$ cat config.mk
export PLATFORM = sky130hd
export DESIGN_NAME = tdm_demux_1to8_flat
export DESIGN_NICKNAME = d
export VERILOG_FILES = /design/src/rtl/tdm_demux_1to8_if.sv /design/src/rtl/tdm_demux_1to8.sv /design/src/flat_wrapper.sv
export SDC_FILE = /design/constraint.sdc
export NUM_CORES = 1
export LEC_CHECK = 0
export ABC_CLOCK_PERIOD_IN_PS = 1800
export CORE_MARGIN = 2
export CORE_UTILIZATION = 40
export CTS_CLUSTER_SIZE = 24
export DETAILED_ROUTE_END_ITERATION = 12
export SYNTH_ARGS = -nofsm -noshare
export SYNTH_HDL_FRONTEND = slang
export SYNTH_SLANG_ARGS = --single-unit
$ cat constraint.sdc
create_clock -name clk -period 1.8 [get_ports clk]
set_input_delay 0.36 -clock clk [delete_from_list [all_inputs] [get_ports clk]]
set_output_delay 0.36 -clock clk [all_outputs]
set_load 0.01 [all_outputs]
$ cat src/rtl/tdm_demux_1to8_if.sv
// tdm_demux_1to8_if: serial TDM input and parallel word output bundle for the 1-to-8 demux.
interface tdm_demux_1to8_if;
    logic       din;
    logic       din_valid;
    logic       frame_start;
    logic [7:0] Y;
    logic       y_valid;
    logic       busy;
    logic [2:0] slot;
    logic       frame_err;
    modport master (output din, din_valid, frame_start, input Y, y_valid, busy, slot, frame_err);
    modport slave  (input din, din_valid, frame_start, output Y, y_valid, busy, slot, frame_err);
endinterface

$ cat src/rtl/tdm_demux_1to8.sv
// tdm_demux_1to8: collects 8 serial TDM slots into a parallel word, published only on frame completion.
module tdm_demux_1to8 #(
    parameter bit LSB_FIRST = 1'b1
) (
    input logic              clk,
    input logic              rst,
    tdm_demux_1to8_if.slave  bus
);
    typedef enum logic {IDLE, RECV} state_t;
    state_t     state;
    logic [7:0] shadow;
    logic [7:0] shadow_wr;
    logic [7:0] fresh;
    logic [2:0] lane;
    always_comb begin
        lane         = LSB_FIRST ? bus.slot : ~bus.slot;
        shadow_wr    = shadow;
        shadow_wr[lane] = bus.din;
        fresh        = LSB_FIRST ? {7'b0, bus.din} : {bus.din, 7'b0};
    end
    always_ff @(posedge clk) begin
        if (rst) begin
            state         <= IDLE;
            shadow        <= '0;
            bus.Y         <= '0;
            bus.y_valid   <= 1'b0;
            bus.frame_err <= 1'b0;
            bus.busy      <= 1'b0;
            bus.slot      <= '0;
        end else begin
            bus.y_valid   <= 1'b0;
            bus.frame_err <= 1'b0;
            if (bus.din_valid && bus.frame_start) begin
                // a restart mid-frame drops the partial word and keeps receiving
                bus.frame_err <= (state == RECV);
                shadow        <= fresh;
                bus.slot      <= 3'd1;
                bus.busy      <= 1'b1;
                state         <= RECV;
            end else if (bus.din_valid && state == RECV) begin
                if (bus.slot == 3'd7) begin
                    bus.Y       <= shadow_wr;
                    bus.y_valid <= 1'b1;
                    bus.slot    <= '0;
                    bus.busy    <= 1'b0;
                    state       <= IDLE;
                end else begin
                    shadow   <= shadow_wr;
                    bus.slot <= bus.slot + 3'd1;
                end
            end
        end
    end
endmodule

$ cat src/flat_wrapper.sv
// flat-port wrapper written by rule: the top's interface ports become plain ports
module tdm_demux_1to8_flat 
#(
    parameter bit LSB_FIRST = 1'b1
)
  (clk, rst, bus_din, bus_din_valid, bus_frame_start, bus_Y, bus_y_valid, bus_busy, bus_slot, bus_frame_err);
  tdm_demux_1to8_if bus_i ();
  input logic clk;
  input logic rst;
  input wire logic [$bits(bus_i.din)-1:0] bus_din;
  input wire logic [$bits(bus_i.din_valid)-1:0] bus_din_valid;
  input wire logic [$bits(bus_i.frame_start)-1:0] bus_frame_start;
  output wire logic [$bits(bus_i.Y)-1:0] bus_Y;
  output wire logic [$bits(bus_i.y_valid)-1:0] bus_y_valid;
  output wire logic [$bits(bus_i.busy)-1:0] bus_busy;
  output wire logic [$bits(bus_i.slot)-1:0] bus_slot;
  output wire logic [$bits(bus_i.frame_err)-1:0] bus_frame_err;
  assign bus_i.din = bus_din;
  assign bus_i.din_valid = bus_din_valid;
  assign bus_i.frame_start = bus_frame_start;
  assign bus_Y = bus_i.Y;
  assign bus_y_valid = bus_i.y_valid;
  assign bus_busy = bus_i.busy;
  assign bus_slot = bus_i.slot;
  assign bus_frame_err = bus_i.frame_err;
  tdm_demux_1to8 #(.LSB_FIRST(LSB_FIRST)) u_core (.clk(clk), .rst(rst), .bus(bus_i));
endmodule
# Word level (Yosys, flattened, before mapping)
# Cells that the tools add are included.
dict set report word_totals {
  output_inout_bits 14
  inputBits 5
  register_bits 22
  wordCells 41
}
dict set report op_classes {
  reduce_logical 12
  n_eq_ne 2
  muxes 13
  n_addsub 1
  bitwise_logic 3
  n_lt_le_gt_ge 2
}
# operator count
set ops {}
lappend ops {{$mux W1} 10}
lappend ops {{$bwmux W8} 1}
lappend ops {{$reduce_and A2 Y1} 3}
lappend ops {{$lt A3 B4 Y1 const B} 1}
lappend ops {{$reduce_bool A2 Y1} 2}
lappend ops {{$reduce_or A2 Y1} 2}
lappend ops {{$add A3 B1 Y3 const B} 1}
lappend ops {{$demux W1 S3} 1}
lappend ops {{$eq A3 B3 Y1 const B} 1}
lappend ops {{$ge A3 B1 Y1 const B} 1}
lappend ops {{$logic_and A1 B1 Y1} 3}
lappend ops {{$mux W3} 1}
lappend ops {{$not A1 Y1} 3}
lappend ops {{$reduce_and A3 Y1} 1}
lappend ops {{$reduce_or A3 Y1} 1}
lappend ops {{$ne A2 B1 Y1 const B} 1}

# Depth between registers and ports, before layout
# Gate-level depths: netlist of the first run.
dict set report depth {
  word_depth 8
  depth_mapped 7
  ltp_nobuf 5
}

# Worst setup path before layout of the first run
# OpenSTA, ideal clock, no wires.
dict set report synth_path {
  kind {register to register}
  startpoint {register u_core.bus.slot[0]}
  endpoint {register u_core.shadow[0]}
  n_path_buf 0
  period_less_slack_ns 1.664
  t_required_ns 1.673
  stages_incl_launch_ff 6
  path_slack_ns 0.136
  arrival_time_ns 1.537
  setup_ns 0.127
  cell_sequence {dfxtp_1 > ha_1 > ha_1 > and4bb_4 > and4b_1 > or3_1}
}
dict set report synth_via {
  elab_chain_cells 8
  elab_cells_between_ends 12
  classes_between {2 x order compare; 2 x eq/ne; 6 x mux; 2 x reduce/logical}
}
# element line
set synth_lines {}
lappend synth_lines {{start: declaration} tdm_demux_1to8_if.sv:12} ;# modport slave (input din, din_valid, frame_start, output Y, y_valid, busy, slot, frame_err);
lappend synth_lines {{start signal: assignment} tdm_demux_1to8.sv:49} ;# bus.slot <= bus.slot + 3'd1;
lappend synth_lines {{$lt A3 B4 Y1 (implied by the code) / $ge A3 B1 Y1 (equally long branches)} tdm_demux_1to8.sv:18} ;# shadow_wr[lane] = bus.din;
lappend synth_lines {{$logic_and A1 B1 Y1 (implied by the code)} tdm_demux_1to8.sv:18}
lappend synth_lines {{$mux W1 (implied by the code)} tdm_demux_1to8.sv:18}
lappend synth_lines {{$demux W1 S3} n/a}
lappend synth_lines {{$bwmux W8} tdm_demux_1to8.sv:18}
lappend synth_lines {{$mux W1} tdm_demux_1to8.sv:41} ;# if (bus.slot == 3'd7) begin
lappend synth_lines {{$mux W1} tdm_demux_1to8.sv:40} ;# end else if (bus.din_valid && state == RECV) begin
lappend synth_lines {{$mux W1} tdm_demux_1to8.sv:33} ;# if (bus.din_valid && bus.frame_start) begin
lappend synth_lines {{end signal: assignment} tdm_demux_1to8.sv:36} ;# shadow <= fresh;
lappend synth_lines {{end signal: assignment} tdm_demux_1to8.sv:48} ;# shadow <= shadow_wr;
lappend synth_lines {{end: declaration} tdm_demux_1to8.sv:11} ;# logic [7:0] shadow;
# Parallel ways exist; a longest one is shown, timed or not. The select of a mux whose other input is x is not followed.
# A chain may end at the register's enable or synchronous reset.

# Worst setup path in the final report of the first run
dict set report layout_path {
  startpoint {register u_core.bus.busy}
  endpoint {output port bus_busy}
}
# element line
set layout_lines {}
lappend layout_lines {{start: declaration} tdm_demux_1to8_if.sv:12}
lappend layout_lines {{start signal: assignment} tdm_demux_1to8.sv:28} ;# bus.busy <= 1'b0;
lappend layout_lines {{start signal: assignment} tdm_demux_1to8.sv:38} ;# bus.busy <= 1'b1;
lappend layout_lines {{start signal: assignment} tdm_demux_1to8.sv:45} ;# bus.busy <= 1'b0;
lappend layout_lines {{end: declaration} flat_wrapper.sv:15} ;# output wire logic [$bits(bus_i.busy)-1:0] bus_busy;
# No word-level cell between the ends.

==> metrics.md, run 1 <==
| Metric | Value |
|---|---|
| Outcome | `complete, no violations` |
| Vias per cell | `5.33` |
| Antenna violations before repair | `0` |
| Nets | `145` |
| Worst clock skew | `0.00371 ns` |
| Mapped Nets | `122` |
| Crit path cell chain | `clkdlybuf4s50_1` |
| HP Class | `reg -> reg` |
| Htree depth | `1` |
| Gr usage total | `15.2%` |
| Port bufs | `18` |
| CP max-delay cell | `clkdlybuf4s50_1` |
| Die area | `3220 sq um` |
| Synth Area in Adders | `3.38%` |
| Pwr dens | `590 nW/um^2` |
| Leading cell type in the layout, fill and taps excluded | `dfxtp_1` |
| Yosys reg bits | `22` |
| Peak VDD IR | `0.372 mV` |
| Post-Syn Instances | `114` |
| Via count | `885` |
| Routed WL per cell | `12.9 um` |
| Xor/xnor share of the synthesized area | `0%` |
| First-pass GRT wire length | `3.85 mm` |
| P_leak | `0.596 nW` |
| Setup bufs post-CTS | `0` |
| Clk buf depth | `2` |
| Drc violations | `0` |
| Syn. warnings | `0` |
| Placed Cells | `163` |
| Post-route worst setup slack | `0.102 ns` |
| Final std cells w/o fill | `166` |
| Mean area per synthesized cell | `9.75 sq um` |
| Die width | `56.7 um` |
| CP Capture Type | `output port` |
| Max cap viols | `0` |
| Final Hold Viols | `0` |
| Critical Path AT | `1.34 ns` |
| CTS tree | `yes` |
| Worst Path Required | `1.44 ns` |
| Most frequent cells in the layout | `dfxtp_1 (22), mux2i_1 (16), clkdlybuf4s50_1 (16), nand2_1 (11), nor2_1 (10)` |
| Top Family by Delay on Critical Path | `buffers and inverters` |
| Register area share after synthesis | `39.6%` |
| Core area | `2690 sq um` |
| Netlist cell types | `31` |
| GP Congestion | `0.741` |
| WP buf/inv | `1` |
| Period minus WS final | `1.70 ns` |
| Slew Limit Fails | `0` |
| Layout cells sized above 1 | `15.6%` |
| Site Rows | `19` |
| CTS Sinks | `22` |
| Grt total ovfl | `0` |
| Largest net degree at the start of global routing | `18` |
| Placement Setup Slack | `-0.00116 ns` |
| RSZ-0062 raised after global routing | `no` |
| Slew headroom | `80.0%` |
| Top_reg_cell synth | `dfxtp_1` |
| DR iter-0 viols | `17` |
| ANT cells | `0` |
| Total wire length | `2.15 mm` |
| Crit path kind | `reg -> out` |
| Cell Area, Synth | `1110 sq um` |
| Largest family of logic cells by synthesized area | `simple AND/OR/NAND/NOR gates` |
| Post-synthesis mux area share | `14.4%` |
| Dpl hpwl | `1.61 mm` |
| Slew at the pin closest to its max-slew limit | `0.292 ns` |
| Cts bufs inserted | `3` |
| Worst-path maximum fanout | `8` |
| Startpoint Class | `flip-flop` |
| Routed Antenna Nets | `0` |
| Ys async rst share | `0%` |
| Period utilisation layout | `94.3%` |
| Syn-to-layout area delta | `23.9%` |
| Vias in the first global route | `862` |
| Die height | `56.7 um` |
| CP max stage delay | `0.58 ns` |
| # IOs | `19` |
| Setup-failing EPs final | `0` |
| F_max | `589 MHz` |
| Root Driver | `clkbuf_4` |
| EDFF count, synth | `0` |
| Pre-Repair DR Iteration Count | `4` |
| Synth Area in Compound Gates | `9.57%` |
| Clock transition at path regs | `0.12 ns` |
| Worst skew pair latency | `0.30 ns` |
| Simple-Gate Fraction of Synth Area | `26.8%` |
| Initial Util | `41.4%` |
## worst paths after layout
| path | end | start | cells after the start | slack, ns |
|---|---|---|---|---|
| worst max-delay path | bus_busy | u_core.bus.busy$_SDFFE_PP0P_ | 1 | 0.10 |
| worst min-delay path | u_core.shadow[1]$_SDFFE_PP0P_ | u_core.shadow[1]$_SDFFE_PP0P_ | 2 | 0.47 |
| worst max register to register | u_core.shadow[0]$_SDFFE_PP0P_ | u_core.bus.slot[0]$_SDFFE_PP0P_ | 5 | 0.18 |
| worst min register to register | u_core.shadow[1]$_SDFFE_PP0P_ | u_core.shadow[1]$_SDFFE_PP0P_ | 2 | 0.47 |
## power breakdown
group / internal [mW] / total [mW] / switching, mW
logic: 0.0456 / 0.0950 / 0.0493
clock network: 0.0778 / 0.218 / 0.140
registers: 0.494 / 0.499 / 0.00568
total: 0.617 / 0.812 / 0.195
## logic make-up after synthesis
kind of cell	Yosys count
AOI/OAI and AO/OA	14
buffers and inverters	9
muxes	16
DFF	22
and+or+nand+nor	50
adders and majority gates	3
## repair_timing
item | in CTS | in global routing
hold buffers | 0 | 0
endpoints found under the setup margin | 1 | 2
resized for setup | 1 | 3
## Yosys cell counts (all sizes together), types with 2 or more instances
cell type / count / share of area, %
dfxtp: 22 / 40
mux2i: 16 / 14
nand2: 11 / 3.7
nor2: 10 / 3.4
a211oi: 8 / 6.3
buf: 7 / 5.5
nor3: 5 / 2.7
nor3b: 5 / 3.8
nand3: 4 / 1.8
a21oi: 3 / 1.7
ha: 3 / 3.4
nand3b: 3 / 2.0
and4b: 2 / 1.8
clkbuf: 2 / 0.68
nor2b: 2 / 1.1
o21ai: 2 / 0.90
## metal layers
layer	part of all wire, %	vias up	GRT usage, %
li1	-	455	-
met1	51	412	20.7
met2	45	16	23.6
met3	3.7	2	2.53
met4	0.79	0	6.46
met5	0	-	0
## flip-flops by register name, summed over array words and instances (netlist names)
signal / cells
u_core.bus.busy: 1
u_core.bus.y_valid: 1
u_core.bus.frame_err: 1
u_core.shadow: 8
u_core.bus.slot: 3
u_core.bus.Y: 8
## area by class of cell
type / count / area, sq um
multi-input combinational: 83 / 602
fill: 265 / 1310
timing repair buffer: 27 / 273
tap: 31 / 38.8
clock buffer: 3 / 22.5
sequential: 22 / 440
## stage by stage
step	util [%]	hold slack [ns]	total power [mW]	TNS, ns	area [sq um]
2_1_floorplan	-	0.438	0.568	0	1110
3_3_place_gp	49.9	0.451	0.602	0	1340
4_1_cts	50.9	0.477	0.825	0	1370
3_5_place_dp	49.9	0.456	0.604	-0.00116	1340
6_report	51.2	0.473	0.812	0	1380
5_1_grt	51.2	0.506	0.855	0	1380
## worst register-to-register path: cells and delay by family, from the launching register on
family / cells / cell delay [ns]
and+or+nand+nor: 3 / 0.75
adders and majority gates: 2 / 0.43
DFF: 1 / 0.34
Power figures use the tool's default switching activity.
==> run 2: changes to the inputs <==
--- a/config.mk
+++ b/config.mk
@@ -6,10 +6,12 @@
 export NUM_CORES = 1
 export LEC_CHECK = 0
 export ABC_CLOCK_PERIOD_IN_PS = 1800
+export CAP_MARGIN = 20
 export CORE_MARGIN = 2
 export CORE_UTILIZATION = 40
 export CTS_CLUSTER_SIZE = 24
 export DETAILED_ROUTE_END_ITERATION = 12
+export SKIP_LAST_GASP = 1
 export SYNTH_ARGS = -nofsm -noshare
 export SYNTH_HDL_FRONTEND = slang
 export SYNTH_SLANG_ARGS = --single-unit
==> run 2 against run 1 <==
  * Clock-buffer cell count stayed put
  * Highest routed layer unchanged
  * First-iteration DRC count stayed put
  * Utilization is 0.093 points lower
  * Non-clock buffer count stayed put
  * Combinational power hardly changed
==> metrics.md, run 2 (synthesis results as in run 1) <==
| Metric | Value |
|---|---|
| Antenna violations before repair | `0 (unchanged)` |
| Final Hold Viols | `0 (unchanged)` |
| Slew headroom | `80.0% (about the same)` |
| CTS tree | `yes` |
| CP max-delay cell | `clkdlybuf4s50_1` |
| First-pass GRT wire length | `3.85 mm (unchanged)` |
| Period utilisation layout | `96.4% (+2.1 points)` |
| Pwr dens | `591 nW/um^2 (+0.21%)` |
| Final Total Pwr | `0.812 mW (about the same)` |
| Pre-Repair DR Iteration Count | `4 (unchanged)` |
| Hold WS | `0.473 ns (+0.000120 ns)` |
| # IOs | `19 (unchanged)` |
| Root Driver | `clkbuf_4` |
| Die height | `56.7 um (unchanged)` |
| P_leak | `0.578 nW (-3.1%)` |
| Placement Setup Slack | `-0.00116 ns (unchanged)` |
| GP Congestion | `0.741 (unchanged)` |
| Vias per cell | `5.35 (+0.34%)` |
| Psw | `0.195 mW (about the same)` |
| Routed Antenna Nets | `0 (unchanged)` |
| Slew Limit Fails | `0 (unchanged)` |
| Final Instance Area | `1370 sq um (-0.18%)` |
| Via count | `888 (+0.34%)` |
| Outcome | `complete, no violations` |
| Sw frac | `24.0% (about the same)` |
| Most frequent cells in the layout | `dfxtp_1 (22), clkdlybuf4s50_1 (17), mux2i_1 (16), nand2_1 (11), nor2_1 (10)` |
| Startpoint Class | `flip-flop` |
| Worst clock skew | `0.00396 ns (+0.000244 ns)` |
| Initial Util | `41.4% (unchanged)` |
| Leading cell type in the layout, fill and taps excluded | `dfxtp_1` |
| Site Rows | `19 (unchanged)` |
| Period minus WS final | `1.74 ns (+0.0374 ns)` |
| Htree depth | `1 (unchanged)` |
| Cts bufs inserted | `3 (unchanged)` |
| Max cap viols | `0 (unchanged)` |
| Worst-path maximum fanout | `15 (+7)` |
| Peak VDD IR | `0.373 mV (+0.14%)` |
| CP max stage delay | `0.55 ns (-0.03 ns)` |
| Dpl hpwl | `1.61 mm (unchanged)` |
| F_max | `576 MHz (-2.2%)` |
| Clock network power share | `26.8% (about the same)` |
| RSZ-0062 raised after global routing | `yes` |
| Worst skew pair latency | `0.30 ns (about the same)` |
| Biggest regs | `u_core.bus.Y x8, u_core.shadow x8, u_core.bus.slot x3` |
| Layout cells sized above 1 | `15.6% (unchanged)` |
| Combinational share of power | `11.7% (about the same)` |
| Post-placement cell area | `1340 sq um (unchanged)` |
| Post-route worst setup slack | `0.0648 ns (-0.0374 ns)` |
| Total wire length | `2.14 mm (-0.37%)` |
| Setup-failing EPs final | `0 (unchanged)` |
| Power Internal | `0.617 mW (about the same)` |
| Core area | `2690 sq um (unchanged)` |
| CTS Sinks | `22 (unchanged)` |
| Clk buf depth | `2 (unchanged)` |
| CP Capture Type | `output port` |
| Setup bufs post-CTS | `0 (unchanged)` |
| Crit path kind | `reg -> out` |
| Nets | `145 (unchanged)` |
| Largest net degree at the start of global routing | `18 (unchanged)` |
| ANT cells | `0 (unchanged)` |
| Port bufs | `18 (unchanged)` |
| Vias in the first global route | `862 (unchanged)` |
| Syn-to-layout area delta | `23.6%` |
| Slew at the pin closest to its max-slew limit | `0.292 ns (-0.00000310 ns)` |
| Grt total ovfl | `0 (unchanged)` |
| Die width | `56.7 um (unchanged)` |
| Clock transition at path regs | `0.12 ns (about the same)` |
| Die area | `3220 sq um (unchanged)` |
| DR iter-0 viols | `17 (unchanged)` |
| Crit path cell chain | `buf_6 -> clkdlybuf4s50_1` |
| HP Class | `reg -> reg` |
| Critical Path AT | `1.38 ns (+0.04 ns)` |
| Gr usage total | `15.2% (unchanged)` |
| Sequential share of power | `61.5% (about the same)` |
| Drc violations | `0 (unchanged)` |
| Routed WL per cell | `12.9 um (-0.37%)` |
| Worst Path Required | `1.44 ns (about the same)` |
==> run 2: power groups by stage <==
stage	Clock (mW)	Combinational, mW	Sequential, mW
2_1_floorplan	0	0.0552	0.513
3_3_place_gp	0	0.0928	0.510
3_5_place_dp	0	0.0944	0.510
4_1_cts	0.230	0.0960	0.499
5_1_grt	0.250	0.105	0.501
6_report	0.218	0.0949	0.499
==> run 2: worst paths after layout <==
kind | slack (ns) | startpoint | cells past startpoint | end
worst max-delay path | 0.06 | u_core.bus.slot[1]$_SDFFE_PP0P_ | 2 | bus_slot[1]
worst min-delay path | 0.47 | u_core.shadow[1]$_SDFFE_PP0P_ | 2 | u_core.shadow[1]$_SDFFE_PP0P_
worst max register to register | 0.18 | u_core.bus.slot[0]$_SDFFE_PP0P_ | 5 | u_core.shadow[0]$_SDFFE_PP0P_
worst min register to register | 0.47 | u_core.shadow[1]$_SDFFE_PP0P_ | 2 | u_core.shadow[1]$_SDFFE_PP0P_
==> run 2: worst max-delay path, delay by kind of cell, from the launching register on <==
kind	cells	cell delay (ns)
buffers and inverters	2	0.71
flip-flops	1	0.37
==> run 2: through the flow <==
stage	setup TNS, ns	utilization [%]	std cells
finish	0	51.1	166
detailed placement	-0.00116	49.9	163
floorplan	0	-	114
CTS	0	50.9	166
global route	-0.0266	51.1	166
global placement	0	49.9	163
==> run 2: routing by layer <==
| metal | up-vias | part of all wire [%] | track usage (%) |
|---|---|---|---|
| li1 | 456 | - | - |
| met1 | 416 | 51 | 20.7 |
| met2 | 14 | 45 | 23.6 |
| met3 | 2 | 3.3 | 2.53 |
| met4 | 0 | 0.79 | 6.46 |
| met5 | - | 0 | 0 |
==> run 2: repair_timing <==
action,4_1_cts,5_1_grt
hold buffers,0,0
gates resized for setup,1,2
endpoints found under the setup margin,1,2
==> run 2: final cells by class <==
cell class | instances | area, sq um
fill | 264 | 1310
timing repair buffer | 27 | 270
sequential | 22 | 440
multi-input combinational | 83 | 602
clock buffer | 3 | 22.5
tap | 31 | 38.8
